--- config.mk ---
export PLATFORM = sky130hd
export DESIGN_NAME = dmi_dtm_ctrl_flat
export DESIGN_NICKNAME = d
export VERILOG_FILES = /design/src/rtl/dmi_dtm_ctrl_pkg.sv /design/src/rtl/dmi_dtm_ctrl_if.sv /design/src/rtl/dmi_dtm_ctrl_counters.sv /design/src/rtl/dmi_dtm_ctrl.sv /design/src/flat_wrapper.sv
export SDC_FILE = /design/constraint.sdc
export NUM_CORES = 1
export LEC_CHECK = 0
export ABC_CLOCK_PERIOD_IN_PS = 2400
export CAP_MARGIN = 20
export CORE_ASPECT_RATIO = 1.25
export CORE_UTILIZATION = 53
export CTS_BUF_LIST = sky130_fd_sc_hd__clkbuf_2
export DETAILED_ROUTE_END_ITERATION = 7
export GPL_TIMING_DRIVEN = 0
export PLACE_DENSITY_LB_ADDON = 0.2
export SLEW_MARGIN = 20
export SYNTH_ARGS = -nofsm -noshare
export SYNTH_HDL_FRONTEND = slang
export SYNTH_SLANG_ARGS = --single-unit
--- constraint.sdc ---
create_clock -name tck_i -period 2.4 [get_ports tck_i]
set_input_delay 0.48 -clock tck_i [delete_from_list [all_inputs] [get_ports tck_i]]
set_output_delay 0.48 -clock tck_i [all_outputs]
set_load 0.02 [all_outputs]
--- src/rtl/dmi_dtm_ctrl_pkg.sv ---
// Shared types for the JTAG DTM DMI transaction controller.
package dmi_dtm_ctrl_pkg;

    // Op field of the DMI data register.
    typedef enum logic [1:0] {
        DtmNop   = 2'd0,
        DtmRead  = 2'd1,
        DtmWrite = 2'd2
    } dtm_op_e;

    // Sticky error reported through dtmcs.dmistat and the DR op field.
    typedef enum logic [1:0] {
        DmiNoError  = 2'd0,
        DmiOpFailed = 2'd2,
        DmiBusy     = 2'd3
    } dmi_error_e;

    // Transaction controller states.
    typedef enum logic [2:0] {
        StIdle      = 3'd0,
        StRead      = 3'd1,
        StWaitRead  = 3'd2,
        StWrite     = 3'd3,
        StWaitWrite = 3'd4
    } dtm_state_e;

    // Status captured into the DR op field: a busy event in the capture
    // cycle is reported even before it lands in the sticky error register.
    function automatic logic [1:0] capture_status(input logic busy, input logic [1:0] err);
        logic [1:0] status;
        if (busy) begin
            status = DmiBusy;
        end else begin
            status = err;
        end
        return status;
    endfunction

endpackage

--- src/rtl/dmi_dtm_ctrl_if.sv ---
// DMI request/response channel between the DTM and the CDC towards the DM.
interface dmi_dtm_ctrl_if #(
    parameter int AbitsWidth = 7,
    parameter int DataWidth  = 32
);
    logic [AbitsWidth-1:0] req_addr;
    logic [DataWidth-1:0]  req_data;
    logic [1:0]            req_op;
    logic                  req_valid;
    logic                  req_ready;
    logic [DataWidth-1:0]  resp_data;
    logic [1:0]            resp_op;
    logic                  resp_valid;
    logic                  resp_ready;

    modport master (
        output req_addr, req_data, req_op, req_valid, resp_ready,
        input  req_ready, resp_data, resp_op, resp_valid
    );

    modport slave (
        input  req_addr, req_data, req_op, req_valid, resp_ready,
        output req_ready, resp_data, resp_op, resp_valid
    );
endinterface

--- src/rtl/dmi_dtm_ctrl_counters.sv ---
// Response-wait counter with terminal-count flag and saturating busy-event counter.
module dmi_dtm_ctrl_counters #(
    parameter int TimeoutCycles = 1024,
    parameter int BusyCntWidth  = 8
) (
    input  logic                    clk,
    input  logic                    rst_n,
    input  logic                    wait_en,
    input  logic                    wait_clr,
    output logic                    wait_done,
    input  logic                    busy_evt,
    input  logic                    busy_clr,
    output logic [BusyCntWidth-1:0] busy_cnt
);
    localparam int CntW = (TimeoutCycles > 1) ? $clog2(TimeoutCycles) : 1;
    localparam logic [CntW-1:0] LastCnt = (TimeoutCycles > 0) ? CntW'(TimeoutCycles - 1) : '0;
    localparam bit TimeoutOn = (TimeoutCycles > 0);

    logic [CntW-1:0]         wait_cnt_r;
    logic [BusyCntWidth-1:0] busy_cnt_r;

    // A timeout of 0 keeps the flag permanently low.
    assign wait_done = TimeoutOn && wait_en && (wait_cnt_r == LastCnt);
    assign busy_cnt  = busy_cnt_r;

    // Count cycles spent waiting for a response; any non-waiting cycle clears it.
    always_ff @(posedge clk or negedge rst_n) begin
        if (!rst_n) begin
            wait_cnt_r <= '0;
        end else if (wait_clr || !wait_en) begin
            wait_cnt_r <= '0;
        end else if (wait_cnt_r != LastCnt) begin
            wait_cnt_r <= wait_cnt_r + CntW'(1);
        end else begin
            wait_cnt_r <= wait_cnt_r;
        end
    end

    // Busy events saturate at all-ones rather than wrapping.
    always_ff @(posedge clk or negedge rst_n) begin
        if (!rst_n) begin
            busy_cnt_r <= '0;
        end else if (busy_clr) begin
            busy_cnt_r <= '0;
        end else if (busy_evt && (busy_cnt_r != {BusyCntWidth{1'b1}})) begin
            busy_cnt_r <= busy_cnt_r + BusyCntWidth'(1);
        end else begin
            busy_cnt_r <= busy_cnt_r;
        end
    end
endmodule

--- src/rtl/dmi_dtm_ctrl.sv ---
// DMI transaction controller for the JTAG DTM, entirely in the TCK domain.
module dmi_dtm_ctrl
    import dmi_dtm_ctrl_pkg::*;
#(
    parameter int AbitsWidth    = 7,
    parameter int DataWidth     = 32,
    parameter int TimeoutCycles = 1024,
    parameter int BusyCntWidth  = 8
) (
    input  logic                    tck_i,
    input  logic                    trst_ni,
    input  logic                    test_logic_reset_i,
    input  logic                    capture_dr_i,
    input  logic                    shift_dr_i,
    input  logic                    update_dr_i,
    input  logic                    dmi_access_i,
    input  logic                    dtmcs_select_i,
    input  logic                    dmi_reset_i,
    input  logic                    dmi_hard_reset_i,
    input  logic                    dmi_tdi_i,
    output logic                    dmi_tdo_o,
    output logic [1:0]              dmi_error_o,
    output logic                    timeout_o,
    output logic [BusyCntWidth-1:0] busy_cnt_o,
    dmi_dtm_ctrl_if.master          dmi
);
    localparam int DrWidth = AbitsWidth + DataWidth + 2;

    dtm_state_e            state_r;
    logic [DrWidth-1:0]    dr_r;
    logic [AbitsWidth-1:0] addr_r;
    logic [DataWidth-1:0]  data_r;
    logic [1:0]            error_r;
    logic                  req_valid_r;
    logic [1:0]            req_op_r;
    logic                  timeout_r;

    logic                  upd_s, cap_s, shift_s, hard_s, clr_s;
    logic                  in_wait_s, busy_evt_s, resp_fail_s, timeout_hit_s, wait_done_s;
    logic [1:0]            err_new_s;
    logic [AbitsWidth-1:0] dr_addr_s;
    logic [DataWidth-1:0]  dr_data_s;
    logic [1:0]            dr_op_s;

    assign upd_s     = update_dr_i & dmi_access_i;
    assign cap_s     = capture_dr_i & dmi_access_i;
    assign shift_s   = shift_dr_i & dmi_access_i;
    assign hard_s    = dmi_hard_reset_i & dtmcs_select_i;
    assign clr_s     = dmi_reset_i & dtmcs_select_i;
    assign in_wait_s = (state_r == StWaitRead) || (state_r == StWaitWrite);

    assign busy_evt_s    = (upd_s && (state_r != StIdle)) ||
                           (cap_s && ((state_r == StRead) || (state_r == StWaitRead)));
    assign resp_fail_s   = in_wait_s && dmi.resp_valid && (dmi.resp_op != 2'd0);
    assign timeout_hit_s = wait_done_s && !dmi.resp_valid;

    assign dr_addr_s = dr_r[DrWidth-1 -: AbitsWidth];
    assign dr_data_s = dr_r[DataWidth+1:2];
    assign dr_op_s   = dr_r[1:0];

    assign dmi_tdo_o   = dr_r[0];
    assign dmi_error_o = error_r;
    assign timeout_o   = timeout_r;

    assign dmi.req_addr   = addr_r;
    assign dmi.req_data   = data_r;
    assign dmi.req_op     = req_op_r;
    // An abort removes the request in the same cycle, before the state register follows.
    assign dmi.req_valid  = req_valid_r & ~hard_s;
    assign dmi.resp_ready = 1'b1;

    dmi_dtm_ctrl_counters #(
        .TimeoutCycles (TimeoutCycles),
        .BusyCntWidth  (BusyCntWidth)
    ) u_counters (
        .clk       (tck_i),
        .rst_n     (trst_ni),
        .wait_en   (in_wait_s),
        .wait_clr  (hard_s),
        .wait_done (wait_done_s),
        .busy_evt  (busy_evt_s),
        .busy_clr  (hard_s),
        .busy_cnt  (busy_cnt_o)
    );

    // Pick the error raised this cycle; busy outranks op-failed.
    always_comb begin
        err_new_s = DmiNoError;
        if (busy_evt_s) begin
            err_new_s = DmiBusy;
        end else if (resp_fail_s || timeout_hit_s) begin
            err_new_s = DmiOpFailed;
        end else begin
            err_new_s = DmiNoError;
        end
    end

    // Sticky error: first error wins, clears win over new errors.
    always_ff @(posedge tck_i or negedge trst_ni) begin
        if (!trst_ni) begin
            error_r <= DmiNoError;
        end else if (hard_s || clr_s) begin
            error_r <= DmiNoError;
        end else if (error_r == DmiNoError) begin
            error_r <= err_new_s;
        end else begin
            error_r <= error_r;
        end
    end

    // DMI data register: TAP reset, capture of the last result, then shift.
    always_ff @(posedge tck_i or negedge trst_ni) begin
        if (!trst_ni) begin
            dr_r <= '0;
        end else if (test_logic_reset_i) begin
            dr_r <= '0;
        end else if (cap_s) begin
            dr_r <= {addr_r, data_r, capture_status(busy_evt_s, error_r)};
        end else if (shift_s) begin
            dr_r <= {dmi_tdi_i, dr_r[DrWidth-1:1]};
        end else begin
            dr_r <= dr_r;
        end
    end

    // Transaction FSM with registered request and timeout outputs.
    always_ff @(posedge tck_i or negedge trst_ni) begin
        if (!trst_ni) begin
            state_r     <= StIdle;
            addr_r      <= '0;
            data_r      <= '0;
            req_valid_r <= 1'b0;
            req_op_r    <= DtmRead;
            timeout_r   <= 1'b0;
        end else if (hard_s) begin
            state_r     <= StIdle;
            req_valid_r <= 1'b0;
            req_op_r    <= DtmRead;
            timeout_r   <= 1'b0;
        end else begin
            timeout_r <= 1'b0;
            case (state_r)
                StIdle: begin
                    if (upd_s && (error_r == DmiNoError)) begin
                        addr_r <= dr_addr_s;
                        data_r <= dr_data_s;
                        case (dr_op_s)
                            DtmRead: begin
                                state_r     <= StRead;
                                req_valid_r <= 1'b1;
                                req_op_r    <= DtmRead;
                            end
                            DtmWrite: begin
                                state_r     <= StWrite;
                                req_valid_r <= 1'b1;
                                req_op_r    <= DtmWrite;
                            end
                            default: state_r <= StIdle;
                        endcase
                    end
                end
                StRead: begin
                    if (dmi.req_ready) begin
                        state_r     <= StWaitRead;
                        req_valid_r <= 1'b0;
                    end
                end
                StWrite: begin
                    if (dmi.req_ready) begin
                        state_r     <= StWaitWrite;
                        req_valid_r <= 1'b0;
                        req_op_r    <= DtmRead;
                    end
                end
                StWaitRead: begin
                    if (dmi.resp_valid) begin
                        if (dmi.resp_op == 2'd0) begin
                            data_r <= dmi.resp_data;
                        end
                        state_r <= StIdle;
                    end else if (wait_done_s) begin
                        state_r   <= StIdle;
                        timeout_r <= 1'b1;
                    end
                end
                StWaitWrite: begin
                    if (dmi.resp_valid) begin
                        state_r <= StIdle;
                    end else if (wait_done_s) begin
                        state_r   <= StIdle;
                        timeout_r <= 1'b1;
                    end
                end
                default: begin
                    state_r     <= StIdle;
                    req_valid_r <= 1'b0;
                    req_op_r    <= DtmRead;
                end
            endcase
        end
    end
endmodule

--- src/flat_wrapper.sv ---
// flat-port wrapper written by rule: the top's interface ports become plain ports
module dmi_dtm_ctrl_flat import dmi_dtm_ctrl_pkg::*;
#(
    parameter int AbitsWidth    = 7,
    parameter int DataWidth     = 32,
    parameter int TimeoutCycles = 1024,
    parameter int BusyCntWidth  = 8
)
  (tck_i, trst_ni, test_logic_reset_i, capture_dr_i, shift_dr_i, update_dr_i, dmi_access_i, dtmcs_select_i, dmi_reset_i, dmi_hard_reset_i, dmi_tdi_i, dmi_tdo_o, dmi_error_o, timeout_o, busy_cnt_o, dmi_req_addr, dmi_req_data, dmi_req_op, dmi_req_valid, dmi_resp_ready, dmi_req_ready, dmi_resp_data, dmi_resp_op, dmi_resp_valid);
  dmi_dtm_ctrl_if #(.AbitsWidth(AbitsWidth), .DataWidth(DataWidth)) dmi_i ();
  input  logic tck_i;
  input  logic trst_ni;
  input  logic test_logic_reset_i;
  input  logic capture_dr_i;
  input  logic shift_dr_i;
  input  logic update_dr_i;
  input  logic dmi_access_i;
  input  logic dtmcs_select_i;
  input  logic dmi_reset_i;
  input  logic dmi_hard_reset_i;
  input  logic dmi_tdi_i;
  output logic dmi_tdo_o;
  output logic [1:0] dmi_error_o;
  output logic timeout_o;
  output logic [BusyCntWidth-1:0] busy_cnt_o;
  output wire logic [$bits(dmi_i.req_addr)-1:0] dmi_req_addr;
  output wire logic [$bits(dmi_i.req_data)-1:0] dmi_req_data;
  output wire logic [$bits(dmi_i.req_op)-1:0] dmi_req_op;
  output wire logic [$bits(dmi_i.req_valid)-1:0] dmi_req_valid;
  output wire logic [$bits(dmi_i.resp_ready)-1:0] dmi_resp_ready;
  input wire logic [$bits(dmi_i.req_ready)-1:0] dmi_req_ready;
  input wire logic [$bits(dmi_i.resp_data)-1:0] dmi_resp_data;
  input wire logic [$bits(dmi_i.resp_op)-1:0] dmi_resp_op;
  input wire logic [$bits(dmi_i.resp_valid)-1:0] dmi_resp_valid;
  assign dmi_req_addr = dmi_i.req_addr;
  assign dmi_req_data = dmi_i.req_data;
  assign dmi_req_op = dmi_i.req_op;
  assign dmi_req_valid = dmi_i.req_valid;
  assign dmi_resp_ready = dmi_i.resp_ready;
  assign dmi_i.req_ready = dmi_req_ready;
  assign dmi_i.resp_data = dmi_resp_data;
  assign dmi_i.resp_op = dmi_resp_op;
  assign dmi_i.resp_valid = dmi_resp_valid;
  dmi_dtm_ctrl #(.AbitsWidth(AbitsWidth), .DataWidth(DataWidth), .TimeoutCycles(TimeoutCycles), .BusyCntWidth(BusyCntWidth)) u_core (.tck_i(tck_i), .trst_ni(trst_ni), .test_logic_reset_i(test_logic_reset_i), .capture_dr_i(capture_dr_i), .shift_dr_i(shift_dr_i), .update_dr_i(update_dr_i), .dmi_access_i(dmi_access_i), .dtmcs_select_i(dtmcs_select_i), .dmi_reset_i(dmi_reset_i), .dmi_hard_reset_i(dmi_hard_reset_i), .dmi_tdi_i(dmi_tdi_i), .dmi_tdo_o(dmi_tdo_o), .dmi_error_o(dmi_error_o), .timeout_o(timeout_o), .busy_cnt_o(busy_cnt_o), .dmi(dmi_i));
endmodule
==> results.toml <==
[drt]
routedWlPerCell_um = 15.7
drc = 0
drt_iter0_drc = 243
ant_nets = 0
drt_wl_total_um = 11600
vias = 4095
dr.pass1.iters = 6
via_per_inst = 5.53

[critical_path]
r2r_cells = 6
end_kind = "output port"
crit_path_cell_trace = "clkdlybuf4s50_1 > nand2_1 > and2_1 > clkdlybuf4s50_1"
critPathMaxFanout = 5
path_buf_inv = 2
max_stage_delay_ns = 0.60
cp.depth = 4
crit_slowest_cell = "clkdlybuf4s50_1"
critPathTopFamily = "buffers and inverters"
crit_path_frequent_cell = "clkdlybuf4s50_1"
arrival_ns = 1.83
crit_path_start_kind = "input port"
path_class = "in -> out"
required_ns = 1.92

[clocking]
clk_pin_slew_worst_paths_ns = 0.26
cts_tree = "done"
clock_latency_ns = 0.58
cts_root_buffer = "clkbuf_2"
clkSinkCount = 107
clk_path_buf_depth = 2
htree_levels = 3
cts_made_buffers = 9

[floorplan]
die_h_um = 111
dieArea_um2 = 9930
start_util = 0.548
row_count = 39
coreArea_um2 = 9220
die_x_um = 89.4
ioPinCount = 102

[final_layout]
antenna_cells = 0
syn_to_final_growth_pct = 26.2
fin_nets = 662
layout-drive-gt1-share = 0.0648
fillers = 713

[timing]
setup_violations = 0
slew_viol_final = 0
hold_viol_final = 0
fin_crit_sh = 0.964
grt_setup_unrepaired = "false"
relSlewSlack = 0.456
worst_slew_pin_slew_ns = 0.809
max_freq_mhz = 432
fin_crit_ns = 2.31
clock_skew_ns = 0.0196
setup_ws_ns = 0.0862

[place]
dp_slack_ns = -0.716
hpwl_um = 8390
portBuffers = 100
routabilityCongestion = 0.834

[synth]
syn_nets = 546
ys_types = 43
yosysWarnings = 0
syn_area_um2 = 5050
yosysSeqAreaShare = 0.530
syn_avg_cell_area_um2 = 10.2
synth_cells = 496
synth_seq_cells = 107

[power]
power.total_w = 0.00576
cellPowerDensity_nw_per_um2 = 904
vdd_drop_max_v = 0.000535
p_leak_nw = 2.85

[global_route]
overflow = 0
antenna_found_initial = 0
grt_start_max_net_pins = 58
grt_util_all_layers = 0.252
grt_pass1_vias = 4082
grt_first_pass_wirelength_um = 19300

[status]
status = "completed"

[flow_run]
maxCapViolCount = 0

[min_path]
holdCritPathClass = "in -> async"
[cells in the mapped netlist, drive strengths merged]
cell type / instances / area share
ha: 3 / 0.0074
nor2: 47 / 0.035
a31oi: 6 / 0.0074
nand2: 61 / 0.045
and3: 3 / 0.0037
xor2: 3 / 0.0052
mux2: 9 / 0.020
nor3: 7 / 0.0069
a21oi: 39 / 0.039
nand4: 3 / 0.0037
mux2i: 72 / 0.14
nor3b: 2 / 0.0030
nand4bb: 1 / 0.0022
a2111oi: 1 / 0.0054
nand2b: 1 / 0.0012
a311oi: 1 / 0.0017
buf: 13 / 0.012
dfstp: 1 / 0.0052
conb: 1 / 0.00074
a211oi: 3 / 0.0045
dfrtp: 106 / 0.52
a2111o: 1 / 0.0022
a21o: 1 / 0.0015
nand3: 8 / 0.0079
and2: 3 / 0.0037
o22ai: 2 / 0.0025
o21bai: 1 / 0.0015
clkbuf: 18 / 0.013
or2: 2 / 0.0025
o21a: 3 / 0.0045
o31ai: 2 / 0.0030
or3: 4 / 0.0049
and4: 1 / 0.0017
nor4: 4 / 0.0049
inv: 4 / 0.0030
nor2b: 5 / 0.0062
o21ai: 46 / 0.046
o211ai: 1 / 0.0015
a41o: 2 / 0.0040
xnor2: 5 / 0.0087
[where the power goes]
| group | leakage, nW | total, W | switching [W] | internal [W] |
|---|---|---|---|---|
| Clock | 0.0658 | 0.000805 | 0.000577 | 0.000228 |
| Sequential | 1.40 | 0.00252 | 0.000332 | 0.00219 |
| Combinational | 1.38 | 0.00244 | 0.00128 | 0.00116 |
| Total | 2.85 | 0.00576 | 0.00218 | 0.00358 |
[state kept, by name, indices dropped and copies added (netlist names)]
register and count:
u_core.dmi.req_addr 7, u_core.dmi.req_data 32, u_core.dmi.req_op 2, u_core.dmi_error_o 2
u_core.dr_r 41, u_core.req_valid_r 1, u_core.state_r 3, u_core.timeout_o 1
u_core.u_counters.busy_cnt 8, u_core.u_counters.wait_cnt_r 10
[what timing repair did]
action,in CTS,in global routing
pin swaps,1,0
endpoints found under the setup margin,24,12
hold endpoints to repair,49,0
resized for setup,0,4
hold buffers,1,0
buffers inserted,3,0
[area by class of cell]
type | instances | area, µm² | share of cell area
Inverter | 4 | 15.0 | 0.00235
Clock buffer | 9 | 45.0 | 0.00706
Clock inverter | 7 | 58.8 | 0.00922
Buffer | 31 | 133 | 0.0208
Multi-Input combinational cell | 354 | 2230 | 0.350
Tap cell | 123 | 154 | 0.0241
Sequential cell | 107 | 2680 | 0.420
Timing Repair Buffer | 105 | 1060 | 0.167
[metrics by stage]
step                      instance area, µm²  hold slack [ns]  instances  setup TNS (ns)   util
after floorplan                         5050            0.184        496               0      -
after global placement                  6210            0.486        719         -358.42  0.673
after detailed placement                6240            0.455        720          -20.67  0.676
after CTS                               6370            0.333        740               0  0.691
after global routing                    6380            0.344        740               0  0.691
final                                   6380            0.349        740               0  0.691
[layer usage]
metal  vias to the layer above  GRT usage  wire, µm
met2                       108      0.405      5750
met1                      1997      0.330      5100
met4                         0      0.114       277
met3                        22     0.0402       487
met5                         -          0         0
li1                       1968          -         -
[path summary, 6_finish.rpt]
path,start,endpoint,slack [ns]
worst max-delay path,dmi_hard_reset_i,dmi_req_valid,0.09
worst min-delay path,trst_ni,u_core.u_counters.wait_cnt_r[8]$_DFFE_PN0P_,0.35
worst max register to register,u_core.dmi_error_o[1]$_DFFE_PN0P_,u_core.dmi.req_data[25]$_DFFE_PN0P_,0.17
worst min register to register,u_core.dmi.req_op[1]$_DFFE_PN0P_,u_core.dmi.req_op[1]$_DFFE_PN0P_,0.54
max in group asynchronous,trst_ni,u_core.dmi.req_data[25]$_DFFE_PN0P_,1.42
min in group tck_i,dmi_resp_data[18],u_core.dmi.req_data[18]$_DFFE_PN0P_,0.49
[cell usage in the layout, fill, tap and decap left out, types with 2 or more instances in the layout]
cell,instances
dfrtp_1,106
clkdlybuf4s50_1,99
mux2i_1,72
nand2_1,61
nor2_1,47
o21ai_0,46
a21oi_1,39
clkbuf_1,16
clkbuf_2,11
mux2_2,9
nand3_1,8
buf_2,8
nor3_1,7
a31oi_1,6
xnor2_1,5
nor2b_1,5
inv_1,4
or3_1,4
nor4_1,4
buf_1,4
buf_4,4
clkinv_1,4
and2_1,3
nand4_1,3
o21a_1,3
and3_1,3
a211oi_1,3
xor2_1,3
ha_1,3
nor3b_1,2
a41o_1,2
o22ai_1,2
o31ai_1,2
[cell families (layout without fill, tap and decap cells)]
| group | count (synthesis) | in the layout | synth area share |
|---|---|---|---|
| adder cells (fa/ha/maj) | 3 | 3 | 0.00743 |
| XOR/XNOR | 8 | 8 | 0.0139 |
| AND/OR/NAND/NOR | 152 | 152 | 0.133 |
| other | 1 | 1 | 0.000742 |
| AO/OA/AOI/OAI | 109 | 109 | 0.124 |
| buffers and inverters | 35 | 156 | 0.0287 |
| flip-flops | 107 | 107 | 0.530 |
| multiplexers | 81 | 81 | 0.163 |
No activity file was read; power rests on OpenSTA's default activity.
